--- config.mk ---
export PLATFORM = sky130hd
export DESIGN_NAME = game_board_chars_draw_flat
export DESIGN_NICKNAME = d
export VERILOG_FILES = /design/src/rtl/game_board_chars_draw_pkg.sv /design/src/rtl/game_board_chars_draw_if.sv /design/src/rtl/game_board_chars_draw_font_rom.sv /design/src/rtl/game_board_chars_draw.sv /design/src/flat_wrapper.sv
export SDC_FILE = /design/constraint.sdc
export NUM_CORES = 1
export LEC_CHECK = 0
export CAP_MARGIN = 5
export CORE_AREA = 5 5 531 533
export CTS_CLUSTER_DIAMETER = 100
export DETAILED_ROUTE_END_ITERATION = 8
export DIE_AREA = 0 0 536 538
export GPL_ROUTABILITY_DRIVEN = 0
export PLACE_DENSITY = 0.3
export SLEW_MARGIN = 15
export SYNTH_ARGS = -nofsm -noshare
export SYNTH_HDL_FRONTEND = slang
export SYNTH_SLANG_ARGS = --single-unit
--- constraint.sdc ---
create_clock -name clk -period 11.4 [get_ports clk]
set_clock_uncertainty 0.05 [all_clocks]
set_input_delay 1.71 -clock clk [delete_from_list [all_inputs] [get_ports clk]]
set_output_delay 1.71 -clock clk [all_outputs]
set_load 0.005 [all_outputs]
--- src/rtl/game_board_chars_draw_pkg.sv ---
// game_pkg: constants, types and the glyph generator shared by the
// board-character overlay stage and its font ROM.
//
// Contents:
//   CELL_PX, MAX_CELLS, VALUE_W   - board geometry constants
//   cell_value_t                  - one board cell value (0 = empty)
//   vga_fields_t                  - flattened copy of the vga_bus fields,
//                                   used for the pipeline delay registers
//   GLYPH_COLOR_DEF/CURSOR_COLOR_DEF - default colours
//   font_row()                    - glyph bitmap row, bit 15 = leftmost pixel
package game_pkg;

    localparam int CELL_PX   = 16;
    localparam int MAX_CELLS = 16;
    localparam int VALUE_W   = 5;

    typedef logic [VALUE_W-1:0] cell_value_t;

    typedef struct packed {
        logic [10:0] hcount;
        logic [10:0] vcount;
        logic        hsync;
        logic        vsync;
        logic        hblnk;
        logic        vblnk;
        logic [11:0] rgb;
    } vga_fields_t;

    localparam logic [11:0] GLYPH_COLOR_DEF  = 12'hF_F_F;
    localparam logic [11:0] CURSOR_COLOR_DEF = 12'h0_4_8;

    // Glyph g (1..16) lights pixel (px,py) inside the 14x14 interior when
    // (px ^ py) < g, so every glyph is distinct and glyph 16 is a filled
    // square. Glyph 0 and 17..31 are blank.
    function automatic logic [15:0] font_row(input logic [4:0] glyph,
                                             input logic [3:0] py);
        logic [15:0] r;
        r = '0;
        for (int px = 1; px <= 14; px++) begin
            if ((glyph >= 5'd1) && (glyph <= 5'd16) &&
                (py >= 4'd1) && (py <= 4'd14) &&
                ({1'b0, 4'(px) ^ py} < glyph))
                r[15-px] = 1'b1;
        end
        return r;
    endfunction

endpackage

--- src/rtl/game_board_chars_draw_if.sv ---
// vga_bus: pixel stream between overlay stages.
//   hcount/vcount : pixel coordinates
//   hsync/vsync   : sync pulses
//   hblnk/vblnk   : blanking flags
//   rgb           : 4:4:4 colour
// master drives the stream, slave receives it.
interface vga_bus;
    logic [10:0] hcount;
    logic [10:0] vcount;
    logic        hsync;
    logic        vsync;
    logic        hblnk;
    logic        vblnk;
    logic [11:0] rgb;

    modport master (output hcount, vcount, hsync, vsync, hblnk, vblnk, rgb);
    modport slave  (input  hcount, vcount, hsync, vsync, hblnk, vblnk, rgb);
endinterface

--- src/rtl/game_board_chars_draw_font_rom.sv ---
// board_font_rom: 512 x 16 glyph ROM (32 glyphs x 16 rows) with a
// registered read; the contents come from game_pkg::font_row.
//   clk     : pixel clock
//   rst     : synchronous active-high reset, clears the read register
//   addr_i  : {glyph[4:0], py[3:0]}
//   data_o  : glyph row, bit 15 = leftmost pixel, valid one cycle after addr_i
module board_font_rom
    import game_pkg::*;
(
    input  logic        clk,
    input  logic        rst,
    input  logic [8:0]  addr_i,
    output logic [15:0] data_o
);

    logic [15:0] data_q;

    always_ff @(posedge clk) begin
        if (rst) begin
            data_q <= '0;
        end else begin
            data_q <= font_row(addr_i[8:4], addr_i[3:0]);
        end
    end

    assign data_o = data_q;

endmodule

--- src/rtl/game_board_chars_draw.sv ---
// game_board_chars_draw: draws board cell values as 16x16 glyphs inside the
// centred board area and passes the vga_bus timing through with a fixed
// 3-cycle delay.
//   clk, rst            : pixel clock, synchronous active-high reset
//   is_game_on          : drawing enable, latched at frame start
//   board_size          : box size n (board is n^2 x n^2), latched at frame start
//   board               : cell values [row][col], sampled every pixel
//   cursor_row/col      : highlighted cell (GAME_CURSOR_HIGHLIGHT_EN only)
//   bus_in / bus_out    : upstream / downstream pixel stream
// Optional feature macro: GAME_CURSOR_HIGHLIGHT_EN (cursor cell highlight).
// Pipeline: S1 cell decode + board select, S2 font ROM read, S3 colour mux.
module game_board_chars_draw
    import game_pkg::*;
#(
    parameter int          SCREEN_WIDTH  = 1024,
    parameter int          SCREEN_HEIGHT = 768,
    parameter logic [11:0] GLYPH_COLOR   = GLYPH_COLOR_DEF,
    parameter logic [11:0] CURSOR_COLOR  = CURSOR_COLOR_DEF
) (
    input  logic                          clk,
    input  logic                          rst,
    input  logic                          is_game_on,
    input  logic [2:0]                    board_size,
    input  cell_value_t [15:0][15:0]      board,
`ifdef GAME_CURSOR_HIGHLIGHT_EN
    input  logic [3:0]                    cursor_row,
    input  logic [3:0]                    cursor_col,
`endif
    vga_bus.slave                         bus_in,
    vga_bus.master                        bus_out
);

    // frame-latched settings
    logic       on_q;
    logic [2:0] size_q;
    logic [3:0] cur_row_q, cur_col_q;

    // S1 outputs
    logic        area1_q, hit1_q;
    logic [4:0]  glyph1_q;
    logic [3:0]  px1_q, py1_q;
    vga_fields_t bus1_q;

    // S2 outputs
    logic        area2_q, hit2_q;
    logic [3:0]  px2_q;
    vga_fields_t bus2_q;
    logic [15:0] rom_data;

    // S1 combinational decode
    logic [15:0] n_cells, span, x0, y0, hc16, vc16, dx, dy;
    logic        draw_en, area_d, hit_d;
    logic [3:0]  row_d, col_d;
    cell_value_t cell_v;
    logic [4:0]  glyph_d;
    vga_fields_t bus_in_f;
    logic        frame_start;

    // S3 combinational mux
    logic        glyph_bit, draw3;
    logic [11:0] rgb_d;

    logic unused_ok;
    assign unused_ok = ^{dx[15:8], dy[15:8]};

    assign bus_in_f = '{hcount: bus_in.hcount, vcount: bus_in.vcount,
                        hsync: bus_in.hsync, vsync: bus_in.vsync,
                        hblnk: bus_in.hblnk, vblnk: bus_in.vblnk,
                        rgb: bus_in.rgb};

    assign frame_start = (bus_in.hcount == 11'd0) && (bus_in.vcount == 11'd0);

    always_ff @(posedge clk) begin
        if (rst) begin
            on_q      <= 1'b0;
            size_q    <= '0;
            cur_row_q <= '0;
            cur_col_q <= '0;
        end else if (frame_start) begin
            on_q   <= is_game_on;
            size_q <= board_size;
`ifdef GAME_CURSOR_HIGHLIGHT_EN
            cur_row_q <= cursor_row;
            cur_col_q <= cursor_col;
`endif
        end
    end

    always_comb begin
        n_cells = 16'(size_q) * 16'(size_q);
        span    = n_cells << 4;
        x0      = (16'(SCREEN_WIDTH)  - span) >> 1;
        y0      = (16'(SCREEN_HEIGHT) - span) >> 1;
        hc16    = 16'(bus_in.hcount);
        vc16    = 16'(bus_in.vcount);
        dx      = hc16 - x0;
        dy      = vc16 - y0;
        draw_en = on_q && (size_q >= 3'd2) && (size_q <= 3'd4);
        area_d  = draw_en && (hc16 >= x0) && (hc16 < x0 + span) &&
                  (vc16 >= y0) && (vc16 < y0 + span);
        col_d   = dx[7:4];
        row_d   = dy[7:4];
        cell_v  = board[row_d][col_d];
        // out-of-range values share the blank glyph 0
        glyph_d = ((cell_v >= 5'd1) && (cell_v <= 5'd16)) ? cell_v : 5'd0;
        hit_d   = 1'b0;
`ifdef GAME_CURSOR_HIGHLIGHT_EN
        hit_d   = area_d && (row_d == cur_row_q) && (col_d == cur_col_q) &&
                  (16'(cur_row_q) < n_cells) && (16'(cur_col_q) < n_cells);
`else
        hit_d   = hit_d & (cur_row_q == cur_col_q);
`endif
    end

    // S1
    always_ff @(posedge clk) begin
        if (rst) begin
            area1_q  <= 1'b0;
            hit1_q   <= 1'b0;
            glyph1_q <= '0;
            px1_q    <= '0;
            py1_q    <= '0;
            bus1_q   <= '0;
        end else begin
            area1_q  <= area_d;
            hit1_q   <= hit_d;
            glyph1_q <= glyph_d;
            px1_q    <= dx[3:0];
            py1_q    <= dy[3:0];
            bus1_q   <= bus_in_f;
        end
    end

    // S2: ROM read with the remaining per-pixel state carried alongside
    board_font_rom u_rom (
        .clk    (clk),
        .rst    (rst),
        .addr_i ({glyph1_q, py1_q}),
        .data_o (rom_data)
    );

    always_ff @(posedge clk) begin
        if (rst) begin
            area2_q <= 1'b0;
            hit2_q  <= 1'b0;
            px2_q   <= '0;
            bus2_q  <= '0;
        end else begin
            area2_q <= area1_q;
            hit2_q  <= hit1_q;
            px2_q   <= px1_q;
            bus2_q  <= bus1_q;
        end
    end

    // S3
    always_comb begin
        glyph_bit = rom_data[4'd15 - px2_q];
        draw3     = area2_q && !bus2_q.hblnk && !bus2_q.vblnk;
        rgb_d     = bus2_q.rgb;
        if (draw3 && glyph_bit) begin
            rgb_d = GLYPH_COLOR;
        end else if (draw3 && hit2_q) begin
            rgb_d = CURSOR_COLOR;
        end
    end

    always_ff @(posedge clk) begin
        if (rst) begin
            bus_out.hcount <= '0;
            bus_out.vcount <= '0;
            bus_out.hsync  <= 1'b0;
            bus_out.vsync  <= 1'b0;
            bus_out.hblnk  <= 1'b0;
            bus_out.vblnk  <= 1'b0;
            bus_out.rgb    <= '0;
        end else begin
            bus_out.hcount <= bus2_q.hcount;
            bus_out.vcount <= bus2_q.vcount;
            bus_out.hsync  <= bus2_q.hsync;
            bus_out.vsync  <= bus2_q.vsync;
            bus_out.hblnk  <= bus2_q.hblnk;
            bus_out.vblnk  <= bus2_q.vblnk;
            bus_out.rgb    <= rgb_d;
        end
    end

endmodule

--- src/flat_wrapper.sv ---
// flat-port wrapper written by rule: the top's interface ports become plain ports
module game_board_chars_draw_flat import game_pkg::*;
#(
    parameter int          SCREEN_WIDTH  = 1024,
    parameter int          SCREEN_HEIGHT = 768,
    parameter logic [11:0] GLYPH_COLOR   = GLYPH_COLOR_DEF,
    parameter logic [11:0] CURSOR_COLOR  = CURSOR_COLOR_DEF
)
  (clk, rst, is_game_on, board_size, board, bus_in_hcount, bus_in_vcount, bus_in_hsync, bus_in_vsync, bus_in_hblnk, bus_in_vblnk, bus_in_rgb, bus_out_hcount, bus_out_vcount, bus_out_hsync, bus_out_vsync, bus_out_hblnk, bus_out_vblnk, bus_out_rgb);
  vga_bus bus_in_i ();
  vga_bus bus_out_i ();
  input  logic clk;
  input  logic rst;
  input  logic is_game_on;
  input  logic [2:0] board_size;
  input  cell_value_t [15:0][15:0] board;
  input wire logic [$bits(bus_in_i.hcount)-1:0] bus_in_hcount;
  input wire logic [$bits(bus_in_i.vcount)-1:0] bus_in_vcount;
  input wire logic [$bits(bus_in_i.hsync)-1:0] bus_in_hsync;
  input wire logic [$bits(bus_in_i.vsync)-1:0] bus_in_vsync;
  input wire logic [$bits(bus_in_i.hblnk)-1:0] bus_in_hblnk;
  input wire logic [$bits(bus_in_i.vblnk)-1:0] bus_in_vblnk;
  input wire logic [$bits(bus_in_i.rgb)-1:0] bus_in_rgb;
  output wire logic [$bits(bus_out_i.hcount)-1:0] bus_out_hcount;
  output wire logic [$bits(bus_out_i.vcount)-1:0] bus_out_vcount;
  output wire logic [$bits(bus_out_i.hsync)-1:0] bus_out_hsync;
  output wire logic [$bits(bus_out_i.vsync)-1:0] bus_out_vsync;
  output wire logic [$bits(bus_out_i.hblnk)-1:0] bus_out_hblnk;
  output wire logic [$bits(bus_out_i.vblnk)-1:0] bus_out_vblnk;
  output wire logic [$bits(bus_out_i.rgb)-1:0] bus_out_rgb;
  assign bus_in_i.hcount = bus_in_hcount;
  assign bus_in_i.vcount = bus_in_vcount;
  assign bus_in_i.hsync = bus_in_hsync;
  assign bus_in_i.vsync = bus_in_vsync;
  assign bus_in_i.hblnk = bus_in_hblnk;
  assign bus_in_i.vblnk = bus_in_vblnk;
  assign bus_in_i.rgb = bus_in_rgb;
  assign bus_out_hcount = bus_out_i.hcount;
  assign bus_out_vcount = bus_out_i.vcount;
  assign bus_out_hsync = bus_out_i.hsync;
  assign bus_out_vsync = bus_out_i.vsync;
  assign bus_out_hblnk = bus_out_i.hblnk;
  assign bus_out_vblnk = bus_out_i.vblnk;
  assign bus_out_rgb = bus_out_i.rgb;
  game_board_chars_draw #(.SCREEN_WIDTH(SCREEN_WIDTH), .SCREEN_HEIGHT(SCREEN_HEIGHT), .GLYPH_COLOR(GLYPH_COLOR), .CURSOR_COLOR(CURSOR_COLOR)) u_core (.clk(clk), .rst(rst), .is_game_on(is_game_on), .board_size(board_size), .board(board), .bus_in(bus_in_i), .bus_out(bus_out_i));
endmodule
# After elaboration in Yosys (flattened, before gate mapping)
# Cells that the tools add are included.
[word_totals]
regBits = 153
latch_bits = 0
ramBits = 0
rom_bits = 0
memories = 0
[classes]
add_sub_neg = 7
mul = 1
n_div = 0
order_cmp = 29
n_eq_ne = 0
shift = 0
muxes = 21
bitwise_logic = 15
n_reduce_logical = 33
[op_table]
columns = ["op", "count"]
rows = [
  ["$bmux 80 s4", 1],
  ["$mux 80", 1],
  ["$lt 4x5->1", 14],
  ["$add 15x10->16", 2],
  ["$lt 11x16->1", 2],
  ["$ge 11x15->1", 2],
  ["$logic_and 1x1->1", 28],
  ["$logic_not 11->1", 2],
  ["$bmux 5 s4", 1],
  ["$sub 8x8->8", 2],
  ["$lt 4x5->1 const B", 3],
  ["$mux 1", 15],
  ["$mux 12", 1],
  ["$not 2->2", 6],
  ["$not 3->3", 4],
  ["$sub 11x10->12 const A", 1],
  ["$sub 10x10->11 const A", 1],
  ["$ge 5x1->1 const B", 2],
  ["$le 5x5->1 const B", 2],
  ["$mul 3x3->6", 1],
  ["$mux 5", 1],
  ["$not 1->1", 5],
  ["$bmux 1 s4", 1],
  ["$ge 4x1->1 const B", 1],
  ["other kinds (6)", 7],
]

# Longest topological paths before layout
[depth]
ltp_word = 11
depth_mapped = 20

# By module
# From an unflattened synthesis, not the netlist that was laid out.
[hier_totals]
cells_unflattened = 1772
hier_area_um2 = 16976.3
[by_module_without_submodules]
columns = ["module", "instances", "cells_each", "area_each_um2"]
rows = [
  ["game_board_chars_draw", 1, 1676, 16203.0],
  ["board_font_rom", 1, 96, 773.2],
]

# Least setup slack after synthesis
# Ideal clock, no wire load.
[synth_path]
kind = "in2reg"
from = "input bus_in_vcount[3]"
to = "register u_core.glyph1_q[4]"
setup_ns = 0.088
arrival_time_ns = 4.867
t_required_ns = 11.262
path_slack_ns = 6.395
path_stages = 16
cell_sequence = "inv_1 ha_1 inv_1 fa_1 buf_4 buf_6 buf_4 buf_2 mux4_2 nand2_1 nand3_1 a31oi_1 o21ai_0 a32o_1 or3_1 nor4_2"
[synth_via]
elab_chain_cells = 9
elab_cells_between_ends = 10
[synth_lines]
columns = ["element", "line", "source"]
rows = [
  ["start, declared", "flat_wrapper.sv:18", "input wire logic [$bits(bus_in_i.vcount)-1:0] bus_in_vcount;"],
  ["$sub 8x8->8 *", "game_board_chars_draw.sv:97", "dy = vc16 - y0;"],
  ["$bmux 80 s4 *", "game_board_chars_draw.sv:103", "cell_v = board[row_d][col_d];"],
  ["$mux 80 (implied by the code) *", "game_board_chars_draw.sv:103", ""],
  ["$bmux 5 s4 *", "game_board_chars_draw.sv:103", ""],
  ["$mux 5 (implied by the code) *", "game_board_chars_draw.sv:103", ""],
  ["$ge 5x1->1 or $le 5x5->1 (tied branches)", "game_board_chars_draw.sv:105", "glyph_d = ((cell_v >= 5'd1) && (cell_v <= 5'd16)) ? cell_v : 5'd0;"],
  ["$logic_and 1x1->1", "game_board_chars_draw.sv:105", ""],
  ["$not 1->1 (no line)", "--", ""],
  ["$reduce_or 2->1 (no line)", "--", ""],
  ["end signal, assigned", "game_board_chars_draw.sv:127", "glyph1_q <= glyph_d;"],
  ["end, declared", "game_board_chars_draw.sv:40", "logic [4:0] glyph1_q;"],
]
# Mark *: on every way between the ends. The rest lies on a longest branch, timed or not. The select of a mux whose other input is x is not followed.
# A chain may end at the register's enable or synchronous reset.

# Worst setup path in the final report
# Ends and elaborated chain as after synthesis.

==> metrics.md <==
| Metric | Value |
|---|---|
| Crit share post-route | `64.8%` |
| Hold endpoint | `u_core.bus_out.rgb[7]` |
| RR Endpoint | `u_core.glyph1_q[4]` |
| Vias/cell | `3.36` |
| Routed WL | `260000 um` |
| Port Buffers | `1361` |
| F_max | `0.135 GHz` |
| Required @ worst endpoint | `11.74 ns` |
| Cell Area, Synth | `17400 um^2` |
| Startpoint types | `input port` |
| Initial Util | `6.29%` |
| Vias | `22900` |
| Die Width | `536 um` |
| Core region area | `276000 um^2` |
| Detailed placement HPWL | `233000 um` |
| Setup Buffers After CTS | `0` |
| Yosys warning count | `0` |
| Worst path buffer plus inverter count | `5` |
| Final worst slack | `4.02 ns` |
| I/O pin count | `1362` |
| Share of cells above drive strength 1 | `14.3%` |
| ANT nets after route | `0` |
| Hold depth | `2` |
| DRC violations left | `0` |
| Area contributors post-synth | `mux4_2 35%, dfxtp_1 16%, nand2_1 5.7%` |
| Height of the die | `538 um` |
| Yosys top cell by area | `mux4_2` |
| Status | `complete, no violations` |
| Gate Count Post-Synth | `1748` |
| Number of flops mapped to enable cells by yosys | `0` |
| Yosys reg bits | `142` |
| Maximum vdd drop | `0.000115 V` |
| Setup Slack @ Placement | `3.20 ns` |
| RSZ-0062 raised after global routing | `false` |
| Cells after DPL | `6711` |
| Antenna violations before repair | `327` |
| Synth-to-Final Area Change | `108%` |
| Fin cells | `6817` |
| Placed cell areas | `35400 um^2` |
| Nets | `4392` |
| CP cell instances | `clkdlybuf4s50_1 > inv_1 > ha_1 > inv_1 > fa_4 > buf_12 > buf_4 > mux4_2 > mux2i_1 > a32oi_1 > a31oi_1 > o21ai_0 > a32o_1 > or3_1 > nor4_2` |
| Starting DRT DRC Count | `1591` |
| Relative slew slack | `12.5%` |
| FFs w/ async S/R, synth | `0%` |
| Final Hold Fails | `0` |
| Final Cell Area | `36100 um^2` |
| Syn avg cell area | `9.93 um^2` |
| Root Driver | `clkbuf_16` |
| Clock Path Buffers | `2` |
| Max Cap Viol | `0` |
| Minimum clock period | `7.38 ns` |
| H-tree depth | `4` |
| First-pass GRT wire length | `312000 um` |
| Crit Reg-Reg Startpoint | `u_core.size_q[0]` |
| Top_reg_cell synth | `dfxtp_1` |
| TritonCTS Buffers | `17` |
| Gr usage total | `17.2%` |
| Final hold slack | `0.379 ns` |
| Total clock sinks | `142` |
| FP Rows | `193` |
| Critical path's largest stage delay | `1.06 ns` |
| CP max-delay cell | `fa_4` |
| Reg2Reg Depth | `19` |
| Crit Path Class | `input port to register` |
| Wire per inst | `38.1 um` |
| # setup viols final | `0` |
| Synth unique cells | `85` |
| Fillers | `31400` |
| Clk_lat worst skew | `0.47 ns` |
| R2R setup slack | `4.88 ns` |
| Max-slew violations | `0` |
| Worst path arrival time | `7.72 ns` |
| Die Area | `288000 um^2` |
| CP top delay family | `buffers and inverters` |
| Largest net degree at the start of global routing | `86` |
| Syn Nets | `3115` |
| Vias in the first global route | `23700` |
| TritonCTS clock tree | `yes` |
| Pwr Density | `69.2 nW/um^2` |
| Seq/Total Area, Yosys | `16.4%` |
| CP Max Fanout | `68` |
| Least-Margin Pin Slew | `1.31 ns` |
| Total iterations of the first detailed-routing run | `7` |
| Critical Path End Type | `register` |
| Hold Crit Class | `register to register` |
| Hold buffer count at cts | `0` |
| PostCTS Resize Cnt | `0` |
| Worst-path clk slew | `0.08 ns` |
| Total grt overflow | `0` |
| Leak | `11.9 nW` |
| Setup TNS | `0 ns` |
| Top cell type's share of synthesized area | `35.0%` |
| Most used cell, CP | `inv_1` |
| Origin of the worst min-delay path | `u_core.bus2_q[7]` |
-- worst register-to-register path: stages (launching register included) --
cell	delay (ns)
dfxtp_1	0.41
and2_1	0.23
ha_1	0.41
inv_1	0.14
xnor2_1	0.18
ha_2	0.34
buf_4	0.50
inv_2	0.42
nand3_1	0.17
buf_4	0.28
nand2_8	0.45
buf_4	0.51
nor2_2	0.13
buf_4	0.29
a32oi_1	0.29
a31oi_1	0.53
o21ai_0	0.23
a32o_1	0.35
or3_1	0.42
nor4_2	0.13
-- Yosys cell counts, types with 7 or more instances --
cell type / instances
a2111oi_0: 11
a211oi_1: 13
a21boi_0: 10
a21o_1: 14
a21oi_1: 87
a311oi_1: 13
a31oi_1: 42
a32oi_1: 8
and3_1: 27
buf_2: 52
buf_4: 38
buf_6: 26
clkbuf_1: 44
dfxtp_1: 142
ha_1: 41
inv_1: 44
mux2_2: 16
mux2i_1: 79
mux4_2: 270
nand2_1: 265
nand2b_1: 12
nand3_1: 58
nand4_1: 7
nor2_1: 44
nor2b_1: 103
nor3_1: 28
nor4_1: 16
o211ai_1: 10
o21ai_0: 36
o21ai_1: 9
o21bai_1: 7
o221ai_1: 9
o22ai_1: 11
o31ai_1: 9
or3_1: 7
xnor2_1: 14
xor2_1: 7
-- cell families after synthesis --
logic type	after synthesis	share of synthesized area (%)
AND/OR/NAND/NOR	595	16.8
flip-flops	142	16.4
buffers and inverters	211	6.88
AO/OA/AOI/OAI	370	15.0
XOR/XNOR	21	1.06
adder cells (fa/ha/maj)	43	3.19
multiplexers	366	40.7
-- through the flow --
| step | utilization (%) | power (mW) |
|---|---|---|
| floorplan | - | 1.05 |
| finish | 13.1 | 2.50 |
| global placement | 12.8 | 2.00 |
| CTS | 13.0 | 2.57 |
| global route | 13.0 | 2.63 |
| detailed placement | 12.8 | 2.00 |
-- routing by layer --
layer / global-route usage (%) / wire, um
met3: 6.31 / 23000
met1: 20.9 / 106000
met5: 0 / 776
met4: 2.98 / 4800
met2: 29.4 / 125000
-- state kept, by name (all words and copies together), names as in the netlist, 3 cells and up --
name and flops:
u_core.bus_out.vcount 11, u_core.u_rom.data_o 14, u_core.bus_out.rgb 12, u_core.bus1_q 38, u_core.bus2_q 38, u_core.glyph1_q 5
u_core.bus_out.hcount 11, u_core.size_q 3
-- power breakdown --
part           switching, mW  total (mW)  leakage, nW  internal (mW)
Sequential            0.0165       0.536         1.17          0.520
Combinational          0.694        1.41         10.4          0.718
Clock                  0.245       0.552        0.268          0.307
-- cell type report --
type	count	area, um^2	area share, %
Timing Repair Buffer	1422	14200	39.3
Antenna cell	74	185	0.513
Tap cell	3705	4640	12.8
Sequential cell	142	2840	7.87
Inverter	47	176	0.489
Clock buffer	20	447	1.24
Multi-Input combinational cell	1395	13500	37.4
Clock inverter	12	111	0.308
-- worst max path at each step --
stage,from,end,slack (ns),cells past startpoint
3_5_place_dp,bus_in_vcount[3],u_core.glyph1_q[4],3.20,15
3_3_place_gp,bus_in_vcount[3],u_core.glyph1_q[4],3.11,15
2_1_floorplan,bus_in_vcount[3],u_core.glyph1_q[4],6.39,16
4_1_cts,bus_in_vcount[3],u_core.glyph1_q[4],3.72,15
5_1_grt,bus_in_vcount[3],u_core.glyph1_q[4],3.58,15
6_report,bus_in_vcount[3],u_core.glyph1_q[4],4.02,15
-- placed cells by master, fill, tap and decap left out, types with 7 or more instances in the layout --
cell type,n
buf_4,53
mux4_2,270
and3_1,27
a21oi_1,87
o221ai_1,9
diode_2,74
clkdlybuf4s50_1,1360
nor2_1,38
o21ai_0,34
a21o_1,14
a311oi_1,13
inv_1,44
xnor2_1,9
a2111oi_0,8
mux2_2,16
nand2b_1,12
a31oi_1,42
clkbuf_16,17
nand4_1,7
dfxtp_1,142
nor4_1,15
nand3_1,58
mux2i_1,79
o31ai_1,9
nand2_1,265
o22ai_1,11
a32oi_1,8
nor2_2,7
buf_12,9
a21boi_0,10
o21ai_1,11
o21bai_1,7
or3_1,7
o211ai_1,10
a211oi_1,13
ha_1,40
nor2b_1,103
nor3_1,27
Power figures use the tool's default switching activity.
